**src/rtl/glb_pkg.sv**
```systemverilog
`default_nettype none
// ============================================================================
// Module      : glb_pkg
// Description : Shared types and helpers for the global PE bus caster.
//               Contents: stream-select and FSM state enums, the ID/TAG
//               width helper and the broadcast tag constant.
// Revision    : 1.0 - initial release
// ============================================================================
package glb_pkg;

    // Which per-stream FIFO a bus word is steered into.
    typedef enum logic [1:0] {
        SEL_IFMAP = 2'd0,
        SEL_FLTR  = 2'd1,
        SEL_PSUM  = 2'd2,
        SEL_RSVD  = 2'd3
    } sel_e;

    typedef enum logic [1:0] {
        IDLE   = 2'd0,
        ACTIVE = 2'd1,
        DRAIN  = 2'd2
    } state_e;

    // ID/TAG width: one bit wider than a column index, so the all-ones
    // value never collides with a real PE ID.
    function automatic int idw(input int num_col);
        return $clog2(num_col) + 1;
    endfunction

    // Broadcast tag; the low idw() bits are used.
    localparam logic [7:0] c_bcast_tag = 8'hFF;

endpackage
`default_nettype wire

```
**src/rtl/glb_pe_caster_if.sv**
```systemverilog
`default_nettype none
// ============================================================================
// Module      : glb_pe_caster_if
// Description : Bus/PE-side bundle for glb_pe_caster.
//               master : upstream bus + PE consumer (drives config, bus word,
//                        PE readies and pe_fltr_clr)
//               slave  : the caster (drives bus_rdy, the three PE streams,
//                        fltr_row_full and busy)
// Revision    : 1.0 - initial release
// ============================================================================
interface glb_pe_caster_if #(
    parameter int DATA_WIDTH = 16,
    parameter int NUM_COL    = 4
);
    localparam int IDW = glb_pkg::idw(NUM_COL);

    logic                    caster_en;
    logic [IDW-1:0]          cfg_id;
    logic [7:0]              kernel_size;
    logic                    bus_valid;
    logic [1:0]              bus_sel;
    logic [IDW-1:0]          bus_tag;
    logic [DATA_WIDTH-1:0]   bus_ifmap_data;
    logic [DATA_WIDTH-1:0]   bus_fltr_data;
    logic [2*DATA_WIDTH-1:0] bus_psum_data;
    logic                    bus_rdy;

    logic [DATA_WIDTH-1:0]   pe_ifmap_data;
    logic                    pe_ifmap_valid;
    logic                    pe_ifmap_ready;
    logic [DATA_WIDTH-1:0]   pe_fltr_data;
    logic                    pe_fltr_valid;
    logic                    pe_fltr_ready;
    logic [2*DATA_WIDTH-1:0] pe_psum_data;
    logic                    pe_psum_valid;
    logic                    pe_psum_ready;
    logic                    pe_fltr_clr;
    logic                    fltr_row_full;
    logic                    busy;

    modport master (
        output caster_en, cfg_id, kernel_size,
        output bus_valid, bus_sel, bus_tag,
        output bus_ifmap_data, bus_fltr_data, bus_psum_data,
        input  bus_rdy,
        input  pe_ifmap_data, pe_ifmap_valid, output pe_ifmap_ready,
        input  pe_fltr_data,  pe_fltr_valid,  output pe_fltr_ready,
        input  pe_psum_data,  pe_psum_valid,  output pe_psum_ready,
        output pe_fltr_clr,
        input  fltr_row_full, busy
    );

    modport slave (
        input  caster_en, cfg_id, kernel_size,
        input  bus_valid, bus_sel, bus_tag,
        input  bus_ifmap_data, bus_fltr_data, bus_psum_data,
        output bus_rdy,
        output pe_ifmap_data, pe_ifmap_valid, input pe_ifmap_ready,
        output pe_fltr_data,  pe_fltr_valid,  input pe_fltr_ready,
        output pe_psum_data,  pe_psum_valid,  input pe_psum_ready,
        input  pe_fltr_clr,
        output fltr_row_full, busy
    );
endinterface
`default_nettype wire

```
**src/rtl/caster_fifo.sv**
```systemverilog
`default_nettype none
// ============================================================================
// Module      : caster_fifo
// Description : Synchronous FIFO, WIDTH x DEPTH (DEPTH power of two, >=2).
//               Ports: clk, rstn (async, active-low), push/push_data,
//               pop, head (0 when empty), full, empty.
//               Pushes when full and pops when empty are ignored.
// Revision    : 1.0 - initial release
// ============================================================================
module caster_fifo #(
    parameter int WIDTH = 16,
    parameter int DEPTH = 4
) (
    input  wire logic             clk,
    input  wire logic             rstn,
    input  wire logic             push,
    input  wire logic [WIDTH-1:0] push_data,
    input  wire logic             pop,
    output logic      [WIDTH-1:0] head,
    output logic                  full,
    output logic                  empty
);
    localparam int c_aw = $clog2(DEPTH);

    // Extra MSB distinguishes full from empty when the indices coincide.
    logic [c_aw:0]      r_wptr;
    logic [c_aw:0]      r_rptr;
    logic [WIDTH-1:0]   r_mem [DEPTH];
    logic               w_push;
    logic               w_pop;

    assign empty  = (r_wptr == r_rptr);
    assign full   = (r_wptr[c_aw] != r_rptr[c_aw]) &&
                    (r_wptr[c_aw-1:0] == r_rptr[c_aw-1:0]);
    assign w_push = push && !full;
    assign w_pop  = pop && !empty;
    // Forcing 0 when empty keeps the data output clean without resetting RAM.
    assign head   = empty ? '0 : r_mem[r_rptr[c_aw-1:0]];

    always_ff @(posedge clk or negedge rstn) begin
        if (!rstn) begin
            r_wptr <= '0;
            r_rptr <= '0;
        end else begin
            if (w_push) r_wptr <= r_wptr + 1'b1;
            if (w_pop)  r_rptr <= r_rptr + 1'b1;
        end
    end

    always_ff @(posedge clk) begin
        if (w_push) r_mem[r_wptr[c_aw-1:0]] <= push_data;
    end
endmodule
`default_nettype wire

```
**src/rtl/glb_pe_caster.sv**
```systemverilog
`default_nettype none
// ============================================================================
// Module      : glb_pe_caster
// Description : Per-PE multicast caster. Accepts global-bus words addressed
//               to cfg_id (or broadcast) and steers them into ifmap, filter
//               and psum FIFOs that feed the PE over valid/ready streams.
//               Filter loading is limited to kernel_size words per row until
//               pe_fltr_clr re-arms it. Dropping caster_en drains the FIFOs.
//               Ports: clk, rstn (async, active-low), bif (slave modport).
// Revision    : 1.0 - initial release
// ============================================================================
module glb_pe_caster #(
    parameter int DATA_WIDTH = 16,
    parameter int NUM_COL    = 4,
    parameter int FIFO_DEPTH = 4
) (
    input wire logic        clk,
    input wire logic        rstn,
    glb_pe_caster_if.slave  bif
);
    import glb_pkg::*;

    localparam int c_idw = idw(NUM_COL);

    state_e      r_state;
    state_e      w_state_nxt;
    logic [7:0]  r_ks;
    logic [7:0]  r_fltr_cnt;
    sel_e        w_sel;
    logic        w_tag_match;
    logic        w_accept;
    logic        w_row_full;
    logic        w_if_full, w_fl_full, w_ps_full;
    logic        w_if_empty, w_fl_empty, w_ps_empty;
    logic        w_push_if, w_push_fl, w_push_ps;

    assign w_sel       = sel_e'(bif.bus_sel);
    assign w_tag_match = (bif.bus_tag == bif.cfg_id) ||
                         (bif.bus_tag == c_bcast_tag[c_idw-1:0]);
    // ks_q == 0 means "no row limit".
    assign w_row_full  = (r_ks != 8'd0) && (r_fltr_cnt == r_ks);

    // Ready depends only on state, selected stream and registered full flags,
    // so it never combinationally follows bus_valid/bus_tag or a PE pop.
    always_comb begin
        bif.bus_rdy = 1'b0;
        if (r_state == ACTIVE) begin
            case (w_sel)
                SEL_IFMAP: bif.bus_rdy = !w_if_full;
                SEL_FLTR:  bif.bus_rdy = !w_fl_full && !w_row_full;
                SEL_PSUM:  bif.bus_rdy = !w_ps_full;
                default:   bif.bus_rdy = 1'b0;
            endcase
        end
    end

    assign w_accept  = bif.bus_valid && w_tag_match && bif.bus_rdy;
    assign w_push_if = w_accept && (w_sel == SEL_IFMAP);
    assign w_push_fl = w_accept && (w_sel == SEL_FLTR);
    assign w_push_ps = w_accept && (w_sel == SEL_PSUM);

    always_comb begin
        w_state_nxt = r_state;
        case (r_state)
            IDLE:    if (bif.caster_en)  w_state_nxt = ACTIVE;
            ACTIVE:  if (!bif.caster_en) w_state_nxt = DRAIN;
            // caster_en is ignored here; the drain always completes first.
            DRAIN:   if (w_if_empty && w_fl_empty && w_ps_empty)
                         w_state_nxt = IDLE;
            default: w_state_nxt = IDLE;
        endcase
    end

    always_ff @(posedge clk or negedge rstn) begin
        if (!rstn) begin
            r_state    <= IDLE;
            r_ks       <= 8'd0;
            r_fltr_cnt <= 8'd0;
        end else begin
            r_state <= w_state_nxt;
            if (r_state == IDLE && bif.caster_en) begin
                r_ks       <= bif.kernel_size;
                r_fltr_cnt <= 8'd0;
            end else if (bif.pe_fltr_clr) begin
                // Clear wins over a same-cycle push; the word is still stored.
                r_fltr_cnt <= 8'd0;
            end else if (w_push_fl) begin
                r_fltr_cnt <= r_fltr_cnt + 8'd1;
            end
        end
    end

    assign bif.fltr_row_full  = w_row_full;
    assign bif.busy           = (r_state != IDLE);
    assign bif.pe_ifmap_valid = !w_if_empty;
    assign bif.pe_fltr_valid  = !w_fl_empty;
    assign bif.pe_psum_valid  = !w_ps_empty;

    caster_fifo #(.WIDTH(DATA_WIDTH), .DEPTH(FIFO_DEPTH)) u_fifo_ifmap (
        .clk(clk), .rstn(rstn),
        .push(w_push_if), .push_data(bif.bus_ifmap_data),
        .pop(bif.pe_ifmap_ready), .head(bif.pe_ifmap_data),
        .full(w_if_full), .empty(w_if_empty)
    );

    caster_fifo #(.WIDTH(DATA_WIDTH), .DEPTH(FIFO_DEPTH)) u_fifo_fltr (
        .clk(clk), .rstn(rstn),
        .push(w_push_fl), .push_data(bif.bus_fltr_data),
        .pop(bif.pe_fltr_ready), .head(bif.pe_fltr_data),
        .full(w_fl_full), .empty(w_fl_empty)
    );

    caster_fifo #(.WIDTH(2*DATA_WIDTH), .DEPTH(FIFO_DEPTH)) u_fifo_psum (
        .clk(clk), .rstn(rstn),
        .push(w_push_ps), .push_data(bif.bus_psum_data),
        .pop(bif.pe_psum_ready), .head(bif.pe_psum_data),
        .full(w_ps_full), .empty(w_ps_empty)
    );
endmodule
`default_nettype wire

```
**src/flat_wrapper.sv**
```systemverilog
// flat-port wrapper written by rule: the top's interface ports become plain ports
module glb_pe_caster_flat import glb_pkg::*;
#(
    parameter int DATA_WIDTH = 16,
    parameter int NUM_COL    = 4,
    parameter int FIFO_DEPTH = 4
)
  (clk, rstn, bif_caster_en, bif_cfg_id, bif_kernel_size, bif_bus_valid, bif_bus_sel, bif_bus_tag, bif_bus_ifmap_data, bif_bus_fltr_data, bif_bus_psum_data, bif_bus_rdy, bif_pe_ifmap_data, bif_pe_ifmap_valid, bif_pe_ifmap_ready, bif_pe_fltr_data, bif_pe_fltr_valid, bif_pe_fltr_ready, bif_pe_psum_data, bif_pe_psum_valid, bif_pe_psum_ready, bif_pe_fltr_clr, bif_fltr_row_full, bif_busy);
  glb_pe_caster_if #(.DATA_WIDTH(DATA_WIDTH), .NUM_COL(NUM_COL)) bif_i ();
  input wire logic clk;
  input wire logic rstn;
  input wire logic [$bits(bif_i.caster_en)-1:0] bif_caster_en;
  input wire logic [$bits(bif_i.cfg_id)-1:0] bif_cfg_id;
  input wire logic [$bits(bif_i.kernel_size)-1:0] bif_kernel_size;
  input wire logic [$bits(bif_i.bus_valid)-1:0] bif_bus_valid;
  input wire logic [$bits(bif_i.bus_sel)-1:0] bif_bus_sel;
  input wire logic [$bits(bif_i.bus_tag)-1:0] bif_bus_tag;
  input wire logic [$bits(bif_i.bus_ifmap_data)-1:0] bif_bus_ifmap_data;
  input wire logic [$bits(bif_i.bus_fltr_data)-1:0] bif_bus_fltr_data;
  input wire logic [$bits(bif_i.bus_psum_data)-1:0] bif_bus_psum_data;
  output wire logic [$bits(bif_i.bus_rdy)-1:0] bif_bus_rdy;
  output wire logic [$bits(bif_i.pe_ifmap_data)-1:0] bif_pe_ifmap_data;
  output wire logic [$bits(bif_i.pe_ifmap_valid)-1:0] bif_pe_ifmap_valid;
  input wire logic [$bits(bif_i.pe_ifmap_ready)-1:0] bif_pe_ifmap_ready;
  output wire logic [$bits(bif_i.pe_fltr_data)-1:0] bif_pe_fltr_data;
  output wire logic [$bits(bif_i.pe_fltr_valid)-1:0] bif_pe_fltr_valid;
  input wire logic [$bits(bif_i.pe_fltr_ready)-1:0] bif_pe_fltr_ready;
  output wire logic [$bits(bif_i.pe_psum_data)-1:0] bif_pe_psum_data;
  output wire logic [$bits(bif_i.pe_psum_valid)-1:0] bif_pe_psum_valid;
  input wire logic [$bits(bif_i.pe_psum_ready)-1:0] bif_pe_psum_ready;
  input wire logic [$bits(bif_i.pe_fltr_clr)-1:0] bif_pe_fltr_clr;
  output wire logic [$bits(bif_i.fltr_row_full)-1:0] bif_fltr_row_full;
  output wire logic [$bits(bif_i.busy)-1:0] bif_busy;
  assign bif_i.caster_en = bif_caster_en;
  assign bif_i.cfg_id = bif_cfg_id;
  assign bif_i.kernel_size = bif_kernel_size;
  assign bif_i.bus_valid = bif_bus_valid;
  assign bif_i.bus_sel = bif_bus_sel;
  assign bif_i.bus_tag = bif_bus_tag;
  assign bif_i.bus_ifmap_data = bif_bus_ifmap_data;
  assign bif_i.bus_fltr_data = bif_bus_fltr_data;
  assign bif_i.bus_psum_data = bif_bus_psum_data;
  assign bif_bus_rdy = bif_i.bus_rdy;
  assign bif_pe_ifmap_data = bif_i.pe_ifmap_data;
  assign bif_pe_ifmap_valid = bif_i.pe_ifmap_valid;
  assign bif_i.pe_ifmap_ready = bif_pe_ifmap_ready;
  assign bif_pe_fltr_data = bif_i.pe_fltr_data;
  assign bif_pe_fltr_valid = bif_i.pe_fltr_valid;
  assign bif_i.pe_fltr_ready = bif_pe_fltr_ready;
  assign bif_pe_psum_data = bif_i.pe_psum_data;
  assign bif_pe_psum_valid = bif_i.pe_psum_valid;
  assign bif_i.pe_psum_ready = bif_pe_psum_ready;
  assign bif_i.pe_fltr_clr = bif_pe_fltr_clr;
  assign bif_fltr_row_full = bif_i.fltr_row_full;
  assign bif_busy = bif_i.busy;
  glb_pe_caster #(.DATA_WIDTH(DATA_WIDTH), .NUM_COL(NUM_COL), .FIFO_DEPTH(FIFO_DEPTH)) u_core (.clk(clk), .rstn(rstn), .bif(bif_i));
endmodule
```
**config.mk**
```make
export PLATFORM = sky130hd
export DESIGN_NAME = glb_pe_caster_flat
export DESIGN_NICKNAME = d
export VERILOG_FILES = /design/src/rtl/glb_pkg.sv /design/src/rtl/glb_pe_caster_if.sv /design/src/rtl/caster_fifo.sv /design/src/rtl/glb_pe_caster.sv /design/src/flat_wrapper.sv
export SDC_FILE = /design/constraint.sdc
export NUM_CORES = 1
export LEC_CHECK = 0
export ABC_AREA = 1
export CORE_MARGIN = 5
export CORE_UTILIZATION = 55
export DETAILED_ROUTE_END_ITERATION = 8
export PLACE_DENSITY = 0.84
export SLEW_MARGIN = 20
export SYNTH_ARGS = -nofsm -noshare
export SYNTH_HDL_FRONTEND = slang
export SYNTH_SLANG_ARGS = --single-unit
```
**constraint.sdc**
```tcl
create_clock -name clk -period 4.8 [get_ports clk]
set_input_delay 0.48 -clock clk [delete_from_list [all_inputs] [get_ports clk]]
set_output_delay 0.48 -clock clk [all_outputs]
set_load 0.01 [all_outputs]
```
==> results of run 1 <==
==> layout make-up <==
class                      instances  area [µm²]
inverter                         120       451.7
fill                            1495        6953
clock buffer                      44       792.0
sequential                       292        8591
multi-input combinational        591        3068
tap                              280       350.3
clock inverter                     8       36.28
timing repair buffer             177        1717
==> power breakdown <==
part | switching, mW | internal (mW) | leakage (nW)
logic | 1.75 | 1.48 | 2.58
clock network | 0.865 | 1.13 | 0.397
registers | 0.178 | 2.86 | 2.75
==> through the flow <==
step | instances | hold WS (ns) | util, % | power (mW) | setup WS, ns
2_1_floorplan | 1054 | 0.1844 | - | 4.880 | 1.698
3_3_place_gp | 1460 | 0.4855 | 64.56 | 6.208 | 1.615
3_5_place_dp | 1460 | 0.4839 | 64.56 | 6.307 | 1.480
4_1_cts | 1512 | 0.05621 | 68.33 | 8.332 | 0.7990
5_1_grt | 1512 | 0.1097 | 68.34 | 8.776 | 0.4556
6_report | 1512 | 0.04673 | 68.34 | 8.260 | 0.7496
==> cell usage in the layout (no fill, tap or decap), types with 6 or more instances in the layout <==
cell type | Yosys | layout
buf_4 | 2 | 20
clkinv_1 | 2 | 7
nor2_1 | 223 | 219
nand4_1 | 7 | 7
clkbuf_1 | 32 | 14
clkdlybuf4s50_1 | 0 | 156
nand3_1 | 13 | 13
o21ai_0 | 71 | 71
dfrtp_1 | 36 | 34
edfxtp_1 | 256 | 256
clkbuf_16 | 0 | 29
xor2_1 | 10 | 10
ha_1 | 16 | 16
o32ai_1 | 64 | 64
xnor2_1 | 17 | 17
inv_1 | 113 | 112
nor3_1 | 6 | 6
nand2_1 | 139 | 139
==> registers in the layout (all words and copies together) (netlist names) <==
signal	flops
u_core.u_fifo_ifmap.r_rptr	3
u_core.r_state	2
u_core.u_fifo_ifmap.r_wptr	3
u_core.r_ks	8
u_core.u_fifo_psum.r_wptr	3
u_core.u_fifo_fltr.r_wptr	3
u_core.u_fifo_psum.r_mem	128
u_core.u_fifo_psum.r_rptr	3
u_core.r_fltr_cnt	8
u_core.u_fifo_ifmap.r_mem	64
u_core.u_fifo_fltr.r_mem	64
u_core.u_fifo_fltr.r_rptr	3
==> critical path, delay by kind of cell (launching register included) <==
family                 cells  cell delay [ns]
flip-flops                 1             0.36
buffers and inverters      4             2.03
AO/OA/AOI/OAI              1             0.17
AND/OR/NAND/NOR            2             0.47
==> cell families after synthesis <==
logic type | share of synthesized area [%]
fa+ha+maj | 1.624
simple gates | 12.94
flops | 69.68
compound gates | 8.050
xor+xnor | 1.919
buf+inv | 5.512
mux | 0.2741
==> path summary, 6_finish.rpt <==
check                                         startpoint                         endpoint  slack (ns)  cells after the start
min                                                 rstn                   u_core.r_ks[3]        0.05                      1
min reg2reg                 u_core.u_fifo_fltr.r_rptr[2]     u_core.u_fifo_fltr.r_rptr[2]        0.50                      1
max in group asynchronous                           rstn     u_core.u_fifo_psum.r_rptr[1]        4.17                      1
max                         u_core.u_fifo_psum.r_rptr[0]              bif_pe_psum_data[4]        0.75                      7
min in group clk                      bif_kernel_size[2]                   u_core.r_ks[2]        0.49                      3
max reg2reg                u_core.u_fifo_ifmap.r_rptr[1]  u_core.u_fifo_psum.r_mem[1][15]        1.74                      9
==> routing by layer <==
metal,GRT usage [%],up-vias
li1,-,3937
met1,25.22,3977
met2,36.65,279
met3,3.428,35
met4,4.852,0
met5,0,-
==> results.json, run 1 <==
{
  "gp_routability_congestion": 0.7514,
  "row_count": 54,
  "crit_path_max_incr_delay_ns": 0.93,
  "totalNegativeSetupSlack_ns": 0,
  "critical_path_arrival_ns": 3.57,
  "synth.top_cells.by_area": "edfxtp_1 62%, dfrtp_1 7.3%, nor2_1 6.8%",
  "setup-violations-final": 0,
  "layout-drive-gt1-share_pct": 6.412,
  "chipWidth_um": 159.7,
  "clk_root_buffer_cell": "clkbuf_16",
  "detailedRoute.firstIterationViolations": 549,
  "ys_ff_latch": 292,
  "routed.top_layer": "met4",
  "slowest_stage": "clkinv_2",
  "synth-warning-count": 0,
  "drt-wirelength-per-cell_um": 17.07,
  "synth_top_cell_by_area": "edfxtp_1",
  "timing.final.max_slew_violations": 0,
  "avg_synthesized_cell_area_um2": 11.69,
  "antenna_found_initial": 0,
  "vias_in_the_first_global_route": 8643,
  "power.density_nw_per_um2": 550.5,
  "worst_skew_pair.late_latency_ns": 0.53,
  "dp.final_hpwl_um": 15630,
  "synth-edff-count": 256,
  "measured_slew_at_the_worst_slew_check_pin_ns": 1.088,
  "route.detailed.vias_per_inst": 5.442,
  "path_max_fanout": 66,
  "postRouteAntennaNets": 0,
  "path_class": "register to output port",
  "final_nets": 1315,
  "clock.fmax_ghz": 0.2469,
  "global_route_wire_length_before_repair_um": 42710,
  "rsz0062_at_grt": "no",
  "dr_total_vias": 8228,
  "synth_most_common_cell": "edfxtp_1",
  "met2RoutedLength_um": 13480,
  "portBuffers": 157,
  "min_path_type": "primary input to async pin",
  "cts.sink_count": 292,
  "fin_worst_skew_ns": 0.01130,
  "grt-ovfl-total": 0,
  "synthCells": 1054,
  "final_period_minus_worst_setup_slack_ns": 4.050,
  "dpl_cell_area_um2": 14180,
  "number_of_gates_resized_after_cts": 0,
  "mappedNetlistNets": 1158,
  "synth_largest_type_area_fraction_pct": 62.37,
  "run_status": "completed",
  "synth_async_reset_ratio_pct": 12.33,
  "syn2layout_area_growth_pct": 21.74,
  "die_area_um2": 25500,
  "finalCritPeriodShare_pct": 84.38,
  "overall_routed_net_length_um": 25810,
  "largest_net_degree_at_the_start_of_global_routing": 67,
  "wirelength_met1_um": 10440,
  "detail_route.first_pass.iterations": 5,
  "antenna_diode_count": 0,
  "pin_count": 158,
  "cts_max_path_buffers": 3,
  "critPathRequiredTime_ns": 4.32,
  "slew_headroom_pct": 27.49,
  "hold_violations": 0,
  "cts_made_buffers": 29,
  "worstSetupEndpointType": "output port",
  "synth.lib_cells_used.distinct": 33,
  "design.core.area_um2": 21960,
  "worst_setup_path_start_kind": "register",
  "drv.max_cap_violation_count": 0,
  "grt_resource_usage_total_pct": 20.14,
  "clkTransAtPathRegs_ns": 0.06,
  "synth_sequential_area_ratio_pct": 69.68,
  "met3RoutedLength_um": 1515,
  "ctsHoldBuffers": 0,
  "synthesis.area_um2": 12330,
  "initial_utilization_pct": 56.13,
  "dominantRegCellSynth": "edfxtp_1",
  "post-route-drc-count": 0,
  "cts_tree": "built",
  "die_y_um": 159.7,
  "postLayoutCellArea_um2": 15010,
  "crit_chain": "buf_4, clkinv_2, nor2_1, o32ai_1, nand2_1, inv_1, clkdlybuf4s50_1",
  "synth_top_cells_by_count": "256 x edfxtp_1, 223 x nor2_1, 139 x nand2_1, 113 x inv_1, 71 x o21ai_0",
  "cts.htree.levels": 1,
  "static-leakage-power_nw": 5.728,
  "cts_post_setup_buffers_inserted": 0,
  "power.ir.vdd_worst_v": 0.0004515
}
No activity file was read; power rests on OpenSTA's default activity.
==> run 2, diff against run 1 <==
--- a/config.mk
+++ b/config.mk
@@ -7,9 +7,9 @@
 export LEC_CHECK = 0
 export ABC_AREA = 1
 export CORE_MARGIN = 5
-export CORE_UTILIZATION = 55
+export CORE_UTILIZATION = 50
 export DETAILED_ROUTE_END_ITERATION = 8
-export PLACE_DENSITY = 0.84
+export PLACE_DENSITY = 0.81
 export SLEW_MARGIN = 20
 export SYNTH_ARGS = -nofsm -noshare
 export SYNTH_HDL_FRONTEND = slang
==> constraint.sdc (replaced) <==
create_clock -name clk -period 3.4 [get_ports clk]
set_input_delay 0.34 -clock clk [delete_from_list [all_inputs] [get_ports clk]]
set_output_delay 0.34 -clock clk [all_outputs]
set_load 0.01 [all_outputs]
==> results.json, run 2 (synthesis results as in run 1) <==
{
  "gp_routability_congestion": 0.7598,
  "cts_made_buffers": 29,
  "rrSetupSlack_ns": 0.75,
  "die_y_um": 167.0,
  "worstRegToRegCells": 9,
  "grt-ovfl-total": 0,
  "layout_commonest_cell": "edfxtp_1",
  "static-leakage-power_nw": 5.790,
  "layout.cells.most_common_list": "256 x edfxtp_1, 219 x nor2_1, 156 x clkdlybuf4s50_1",
  "largest_net_degree_at_the_start_of_global_routing": 66,
  "drv.max_cap_violation_count": 0,
  "cts_tree": "built",
  "totalNegativeSetupSlack_ns": 0,
  "antenna_found_initial": 2,
  "row_count": 57,
  "chipWidth_um": 167.0,
  "grt_resource_usage_total_pct": 17.94,
  "clock.fmax_ghz": 0.3230,
  "overall_routed_net_length_um": 25360,
  "global_route_wire_length_before_repair_um": 41460,
  "dp.final_hpwl_um": 16050,
  "power.ir.vdd_worst_v": 0.0004503,
  "design.core.area_um2": 24320,
  "hold_violations": 0,
  "final_period_minus_worst_setup_slack_ns": 3.096,
  "layout-drive-gt1-share_pct": 7.431,
  "hold_path.startpoint": "bif_kernel_size[2]",
  "final_nets": 1320,
  "r2r_start": "u_core.u_fifo_psum.r_rptr[1]",
  "detailedRoute.firstIterationViolations": 670,
  "worst_skew_pair.late_latency_ns": 0.54,
  "rsz0062_at_grt": "no",
  "dr_total_vias": 8185,
  "post-route-drc-count": 0,
  "portBuffers": 157,
  "critPathRequiredTime_ns": 3.06,
  "path_class": "register to output port",
  "timing.critical_path.from": "u_core.u_fifo_psum.r_rptr[1]",
  "slew_headroom_pct": 45.78,
  "min_path_type": "primary input to register",
  "timing.final.max_slew_violations": 0,
  "measured_slew_at_the_worst_slew_check_pin_ns": 0.8133,
  "cts_post_setup_buffers_inserted": 0,
  "cts_max_path_buffers": 3,
  "cts.sink_count": 292,
  "clkTransAtPathRegs_ns": 0.06,
  "timing.final.ws_setup_ns": 0.3042,
  "worstSetupEndpointType": "output port",
  "pin_count": 158,
  "postRouteAntennaNets": 0,
  "hold_path_depth": 3,
  "cts.htree.levels": 1,
  "run_status": "completed",
  "clk_root_buffer_cell": "clkbuf_16",
  "antenna_diode_count": 0,
  "dp_slack_ns": 0.5407,
  "syn2layout_area_growth_pct": 23.25,
  "finalCoreUtilization_pct": 62.46,
  "path_max_fanout": 36,
  "power.density_nw_per_um2": 774.2,
  "largest_register_ff_count": 128,
  "drt-wirelength-per-cell_um": 16.24,
  "finalPower_mw": 11.76,
  "fin_worst_skew_ns": 0.02396,
  "route.detailed.vias_per_inst": 5.240,
  "holdWs_ns": 0.3484,
  "worst_setup_path_start_kind": "register",
  "initial_utilization_pct": 50.68,
  "finalCritPeriodShare_pct": 91.05,
  "setup-violations-final": 0,
  "detail_route.first_pass.iterations": 5,
  "die_area_um2": 27890,
  "final.fill_count": 1823,
  "vias_in_the_first_global_route": 8128,
  "timing.hold.worst_endpoint": "u_core.r_ks[2]",
  "critical_path_arrival_ns": 2.76,
  "worst_r2r_dst": "u_core.u_fifo_psum.r_mem[3][28]"
}
[run 2: what timing repair did]
item                      4_1_cts  5_1_grt
gates resized for setup         0        0
hold buffers                    1        0
hold endpoints to repair       36        0
[run 2: layout make-up]
| cell class | instances | area [µm²] | area share [%] |
|---|---|---|---|
| clock buffers | 37 | 785.8 | 5.173 |
| multi-input cells | 591 | 3088 | 20.33 |
| flip-flops and latches | 292 | 8591 | 56.55 |
| inverters | 120 | 450.4 | 2.965 |
| clock inverters | 16 | 88.84 | 0.5848 |
| repair buffers | 182 | 1782 | 11.73 |
| well taps | 324 | 405.4 | 2.669 |
[run 2: worst max path at each step]
stage / endpoint / cells past startpoint
2_1_floorplan: u_core.u_fifo_psum.r_mem[0][0] / 9
3_3_place_gp: u_core.u_fifo_psum.r_mem[3][16] / 10
5_1_grt: bif_pe_psum_data[9] / 6
3_5_place_dp: u_core.u_fifo_psum.r_mem[3][16] / 10
4_1_cts: bif_pe_psum_data[9] / 6
6_report: bif_pe_psum_data[9] / 6
[run 2: power breakdown]
group	internal, mW	leakage (nW)	switching [mW]
Sequential	4.04	2.75	0.165
Clock	1.63	0.428	1.27
Combinational	2.12	2.61	2.53
[run 2: stage by stage]
stage / instance area (µm²) / std cells
after floorplan: 12330 / 1054
after global placement: 14310 / 1508
after detailed placement: 14310 / 1508
after CTS: 15190 / 1562
after global routing: 15190 / 1562
final: 15190 / 1562
[run 2: critical path: stages (launching register included)]
cell and delay, ns:
dfrtp_2 0.72, buf_4 0.43, o21ai_0 0.15, o32ai_1 0.17, nand2_1 0.11, inv_1 0.10, clkdlybuf4s50_1 0.55
[run 2: layer usage]
metal	global-route usage, %	vias to the layer above	part of all wire (%)
met3	3.081	46	6.0
met5	0	-	0.071
met4	4.589	4	2.1
li1	-	3942	-
met1	23.54	3934	42
met2	31.24	259	50
==> edit 1: new RTL, flow settings as in run 2 <==
`DATA_WIDTH` is set to 16 in 3 places; all go to 18.
--- a/src/rtl/glb_pe_caster_if.sv
+++ b/src/rtl/glb_pe_caster_if.sv
@@ -9,7 +9,7 @@
 // Revision    : 1.0 - initial release
 // ============================================================================
 interface glb_pe_caster_if #(
-    parameter int DATA_WIDTH = 16,
+    parameter int DATA_WIDTH = 18,
     parameter int NUM_COL    = 4
 );
     localparam int IDW = glb_pkg::idw(NUM_COL);
--- a/src/rtl/glb_pe_caster.sv
+++ b/src/rtl/glb_pe_caster.sv
@@ -10,7 +10,7 @@
 // Revision    : 1.0 - initial release
 // ============================================================================
 module glb_pe_caster #(
-    parameter int DATA_WIDTH = 16,
+    parameter int DATA_WIDTH = 18,
     parameter int NUM_COL    = 4,
     parameter int FIFO_DEPTH = 4
 ) (
--- a/src/flat_wrapper.sv
+++ b/src/flat_wrapper.sv
@@ -1,7 +1,7 @@
 // flat-port wrapper written by rule: the top's interface ports become plain ports
 module glb_pe_caster_flat import glb_pkg::*;
 #(
-    parameter int DATA_WIDTH = 16,
+    parameter int DATA_WIDTH = 18,
     parameter int NUM_COL    = 4,
     parameter int FIFO_DEPTH = 4
 )
Ports: changed (6 resized); port bits go from 158 to 174. The function was not compared with the original's and may differ.
==> edit 1 against run 2 <==
  * First-iteration DRC count increased by 2.4%
  * Power increased by 13%
  * Global-route usage increased by 0.47 points
  * Synthesized area increased by 9.9%
  * Register-to-register slack improved by 170 ps
  * Sequential cell count increased by 32
  * Setup slack got worse by 76 ps
  * Worst hold slack got worse by 13 ps
  * Sequential share of layout area increased by 0.29 points
  * Routed wire length increased by 15%
  * Design area increased by 11%
  * Critical endpoint is now bif_pe_fltr_data[5]
  * Core utilization increased by 0.24 points
  * Sequential power increased by 9.8%
==> edit 1: results (changes against run 2) <==
stage,metric,value,unit,change
worst_setup_path,slowest_stage,dfrtp_1,,
placed_design,dp.cells,1625,,+7.8%
worst_setup_path,cp_max_fo,37,,+2.8%
worst_setup_path,worstPathArrival,2830,ps,+70 ps
clocking,clock_path_buffers,3,,unchanged
synth,synth-edff-count,288,,+13%
final_layout,drive_gt1_frac,0.07818,,+0.003870
detailed_routing,wl,29.08,mm,+15%
worst_setup_path,slowest_delay,670,ps,-50 ps
synth,syn_inst,1144,,+8.5%
power_and_ir_drop,p_sw_frac,0.3346,,-0.002644
power_and_ir_drop,pg_clk,3.43,mW,+18%
final_layout,largest_reg_flops,144,,+13%
placed_design,hpwl,18.43,mm,+15%
placed_design,port_buffers,173,,+10%
global_routing,grt_pass1_vias,9124,,+12%
synth,synth_top_area_share,0.6387,,+0.01501
clocking,cts_setup_buffers,0,,unchanged
detailed_routing,postRouteAntennaNets,0,,unchanged
synth,async_flop_share,0.1111,,-0.01218
synth,synth_top_cells_by_count,"288 x edfxtp_1, 246 x nor2_1, 146 x nand2_1",,
detailed_routing,wl_per_cell,17.26,um,+6.3%
synth,yosys-mux-area-fraction,0.002495,,-0.0002459
power_and_ir_drop,totalPowerFinal,13.28,mW,+13%
power_and_ir_drop,leakagePower,6.361,nW,+9.9%
hold_path,min-delay-path-class,primary input to flop,,
synth,synth_area_leaders,"edfxtp_1 64%, nor2_1 6.8%, dfrtp_1 6.7%",,
detailed_routing,vias_per_cell,5.359,,+2.3%
final_layout,fillers,1975,,+8.3%
global_routing,grt_usage,0.1841,,+0.004685
status,status,completed,,
sta,finalSetupViolCount,0,,unchanged
clocking,cts_inserted_buffers,31,,+6.9%
placed_design,place.gp.congestion,0.7900,,+4.0%
sta,relSlewSlack,0.4190,,-0.03877
synth,yosysWarnings,0,,unchanged
clocking,clkTransAtPathRegs,60,ps,about the same
synth,synth_cell_type_count,31,,-6.1%
sta,finClkSkew,20.84,ps,-3.128 ps
power_and_ir_drop,vdd_drop_max,0.6084,mV,+35%
synth,synthAdderAreaFrac,0.01478,,-0.001457
synth,ys_seq_area_frac,0.7052,,+0.008448
placed_design,place_area,15750,um2,+10%
clocking,cts-root-buf,clkbuf_16,,
global_routing,grt_max_degree,75,,+14%
placed_design,pre_cts_ws,724.5,ps,+183.8 ps
synth,synth.net_count,1256,,+8.5%
synth,synth_xor_area_frac,0.01746,,-0.001721
detailed_routing,drtIter0Drc,686,,+2.4%
final_layout,layout.nets,1430,,+8.3%
power_and_ir_drop,combPwrFrac,0.395,,about the same
global_routing,grt_pass1_wl,46.02,mm,+11%
synth,synth_compound_area_frac,0.08178,,+0.001278
-- edit 1: worst paths after layout --
check,from,to,slack (ps),cells after the start
max in group asynchronous,rstn,u_core.u_fifo_psum.r_rptr[0]$_DFFE_PN0P_,2350,2
min,bif_kernel_size[3],u_core.r_ks[3]$_DFFE_PN0P_,340,3
max reg2reg,u_core.u_fifo_fltr.r_rptr[0]$_DFFE_PN0P_,u_core.u_fifo_psum.r_mem[0][24]$_DFFE_PP_,920,9
min reg2reg,u_core.u_fifo_psum.r_rptr[2]$_DFFE_PN0P_,u_core.u_fifo_psum.r_rptr[2]$_DFFE_PN0P_,490,1
min in group asynchronous,rstn,u_core.r_fltr_cnt[4]$_DFFE_PN0P_,440,2
max,u_core.u_fifo_fltr.r_rptr[0]$_DFFE_PN0P_,bif_pe_fltr_data[5],230,6
-- edit 1: final cells by class --
type	instances	area (um2)	area share
Clock inverter	20	192.7	0.01147
Multi-Input combinational cell	636	3313	0.1972
Inverter	128	481.7	0.02866
Sequential cell	324	9552	0.5684
Tap cell	341	426.7	0.02539
Clock buffer	38	852.1	0.05070
Antenna cell	1	2.502	0.0001489
Timing Repair Buffer	197	1984	0.1181
-- edit 1: timing repair --
action	4_1_cts	5_1_grt
hold buffers	1	0
setup endpoints to repair	0	1
gates resized for setup	0	1
hold endpoints to repair	36	0
-- edit 1: kinds of logic (layout without fill, tap and decap cells) --
group                      count (synthesis)  in the layout
adders and majority gates                 16             16
and+or+nand+nor                          428            428
xor gates and xnor gates                  27             27
DFF                                      324            324
other                                      0              1
muxes                                      3              3
AOI/OAI and AO/OA                        162            162
buffers and inverters                    184            383
-- edit 1: routing by layer --
metal,global-route usage,vias to the layer above,wire [um]
li1,-,4296,-
met1,0.2381,4313,11840
met2,0.3211,364,14360
met3,0.03545,55,2239
met4,0.04877,2,630
met5,0,-,11
==> edit 2: new RTL, flow settings as in run 2 <==
Made on the original files. Encoding of `state_e`: now one-hot (3 bits for 3 states).
--- a/src/rtl/glb_pkg.sv
+++ b/src/rtl/glb_pkg.sv
@@ -16,10 +16,10 @@
         SEL_RSVD  = 2'd3
     } sel_e;
 
-    typedef enum logic [1:0] {
-        IDLE   = 2'd0,
-        ACTIVE = 2'd1,
-        DRAIN  = 2'd2
+    typedef enum logic [2:0] {
+        IDLE   = 3'b001,
+        ACTIVE = 3'b010,
+        DRAIN  = 3'b100
     } state_e;
 
     // ID/TAG width: one bit wider than a column index, so the all-ones
Function: same outputs for any inputs over 4 cycles, from zero or initial values and one cycle with rstn low; so few cycles prove little.
==> edit 2 against run 2 <==
  * Power increased by 3.7%
  * Routed wire length up 3.3%
  * Clock skew down 7.5 ps
  * Register-to-register slack better by 50 ps
  * Worst hold slack better by 3.1 ps
  * Global-route usage grew 0.086 points
  * Setup slack worse by 93 ps
  * Synthesized cell count grew 0.57%
  * Sequential cell count increased by 1
  * Design area grew 0.86%
  * Synthesized area is 1.1% higher
  * Sequential power up 1%
  * Critical path depth increased by 1
  * Critical path type unchanged
  * Critical endpoint is now bif_pe_psum_data[0]
  * Largest cell class unchanged
==> edit 2: results (changes against run 2) <==
stage,metric,value,unit,change
sta,finClkSkew,16.45,ps,-7.515 ps
power_and_ir_drop,leakagePower,5.849,nW,+1.0%
synth,yosys-mux-area-fraction,0.002710,,-0.00003108
power_and_ir_drop,intPower,8.077,mW,+3.6%
global_routing,gr-usage-met1,0.2350,,-0.0003549
synth,synthAdderAreaFrac,0.01606,,-0.0001842
sta,finalCriticalPeriod,3189,ps,+92.96 ps
clocking,cts_inserted_buffers,28,,-3.4%
power_and_ir_drop,powerSeq,4.26,mW,+1%
final_layout,layout.nets,1322,,+0.15%
worst_setup_path,r2r_slack,800,ps,+50 ps
hold_path,hold_start,bif_kernel_size[1],,
worst_setup_path,cp_max_fo,25,,-31%
worst_setup_path,timing.rr.end,u_core.u_fifo_psum.r_mem[3][27]$_DFFE_PP_,,
synth,yosysWarnings,0,,unchanged
synth,synth.net_count,1164,,+0.52%
worst_setup_path,slowest_delay,530,ps,-190 ps
detailed_routing,drtIter0Drc,517,,-23%
global_routing,use_met2,0.3174,,+0.005001
final_layout,fin_cells,1564,,+0.13%
detailed_routing,drt-met1-wl,10.93,mm,+2.4%
global_routing,grt_util_met3,0.03236,,+0.001543
synth,synth_cell_type_count,37,,+12%
synth,synth_compound_area_frac,0.08029,,-0.0002104
synth,synth_area_leaders,"edfxtp_1 62%, dfrtp_1 7.2%, nor2_1 6.5%",,
global_routing,grt_usage,0.1803,,+0.0008645
power_and_ir_drop,switching_power,4.114,mW,+3.7%
final_layout,drive_gt1_frac,0.07984,,+0.005525
sta,relSlewSlack,0.3998,,-0.05801
global_routing,grt_pass1_wl,41.97,mm,+1.2%
synth,ys_seq_area_frac,0.6910,,-0.005794
placed_design,place.gp.congestion,0.7995,,+5.2%
detailed_routing,met3WireLength,1.602,mm,+4.7%
detailed_routing,met2RoutedLength,13.08,mm,+3.7%
placed_design,dp.cells,1511,,+0.20%
detailed_routing,vias,8234,,+0.60%
global_routing,grt_max_degree,67,,+1.5%
hold_path,min_to,u_core.r_ks[1]$_DFFE_PN0P_,,
synth,syn_inst,1060,,+0.57%
power_and_ir_drop,p_comb,4.77,mW,+2%
status,status,completed,,
synth,synth_top_cells_by_count,"256 x edfxtp_1, 215 x nor2_1, 142 x nand2_1",,
global_routing,grt_pass1_vias,8371,,+3.0%
placed_design,hpwl,16.74,mm,+4.3%
detailed_routing,wl,26.19,mm,+3.3%
hold_path,min-delay-path-class,primary input to flop,,
worst_setup_path,worstPathArrival,2850,ps,+90 ps
synth,synth_xor_area_frac,0.01967,,+0.0004849
worst_setup_path,rr_startpoint,u_core.u_fifo_fltr.r_rptr[0]$_DFFE_PN0P_,,
placed_design,place_area,14360,um2,+0.38%
synth,async_flop_share,0.1263,,+0.002992
## edit 2: cell count changes after synthesis, moves of 4 or more
cell,change
clkbuf_1,-4
nor2_1,-8
nand3_1,+7
buf_2,+6
nand2_2,-4
## edit 2: logic make-up after synthesis
| family | count (synthesis) |
|---|---|
| AND/OR/NAND/NOR | 404 |
| flip-flops | 293 |
| buffers and inverters | 170 |
| multiplexers | 3 |
| adder cells (fa/ha/maj) | 16 |
| AO/OA/AOI/OAI | 146 |
| XOR/XNOR | 28 |
## edit 2: worst reg2reg max path, delay by kind of cell (launching register included)
kind	cells	cell delay, ps
and+or+nand+nor	6	750
DFF	1	760
buffers and inverters	2	530
xor gates and xnor gates	1	200
## edit 2: how the worst max path moves through the flow
stage / to / start
floorplan: u_core.u_fifo_psum.r_mem[0][0]$_DFFE_PP_ / u_core.u_fifo_fltr.r_rptr[0]$_DFFE_PN0P_
global placement: u_core.u_fifo_psum.r_mem[3][12]$_DFFE_PP_ / bif_bus_tag[0]
detailed placement: u_core.u_fifo_psum.r_mem[3][14]$_DFFE_PP_ / bif_bus_tag[2]
CTS: bif_pe_psum_data[0] / u_core.u_fifo_psum.r_rptr[0]$_DFFE_PN0P_
global route: bif_pe_psum_data[0] / u_core.u_fifo_psum.r_rptr[0]$_DFFE_PN0P_
finish: bif_pe_psum_data[0] / u_core.u_fifo_psum.r_rptr[0]$_DFFE_PN0P_
## edit 2: final cells by class
cell class	instances	area, um2
Fill cell	1775	9140
Sequential cell	293	8616
Multi-Input combinational cell	597	3148
Timing Repair Buffer	181	1762
Clock buffer	30	729.5
Inverter	117	439.2
Tap cell	324	405.4
Clock inverter	22	222.7
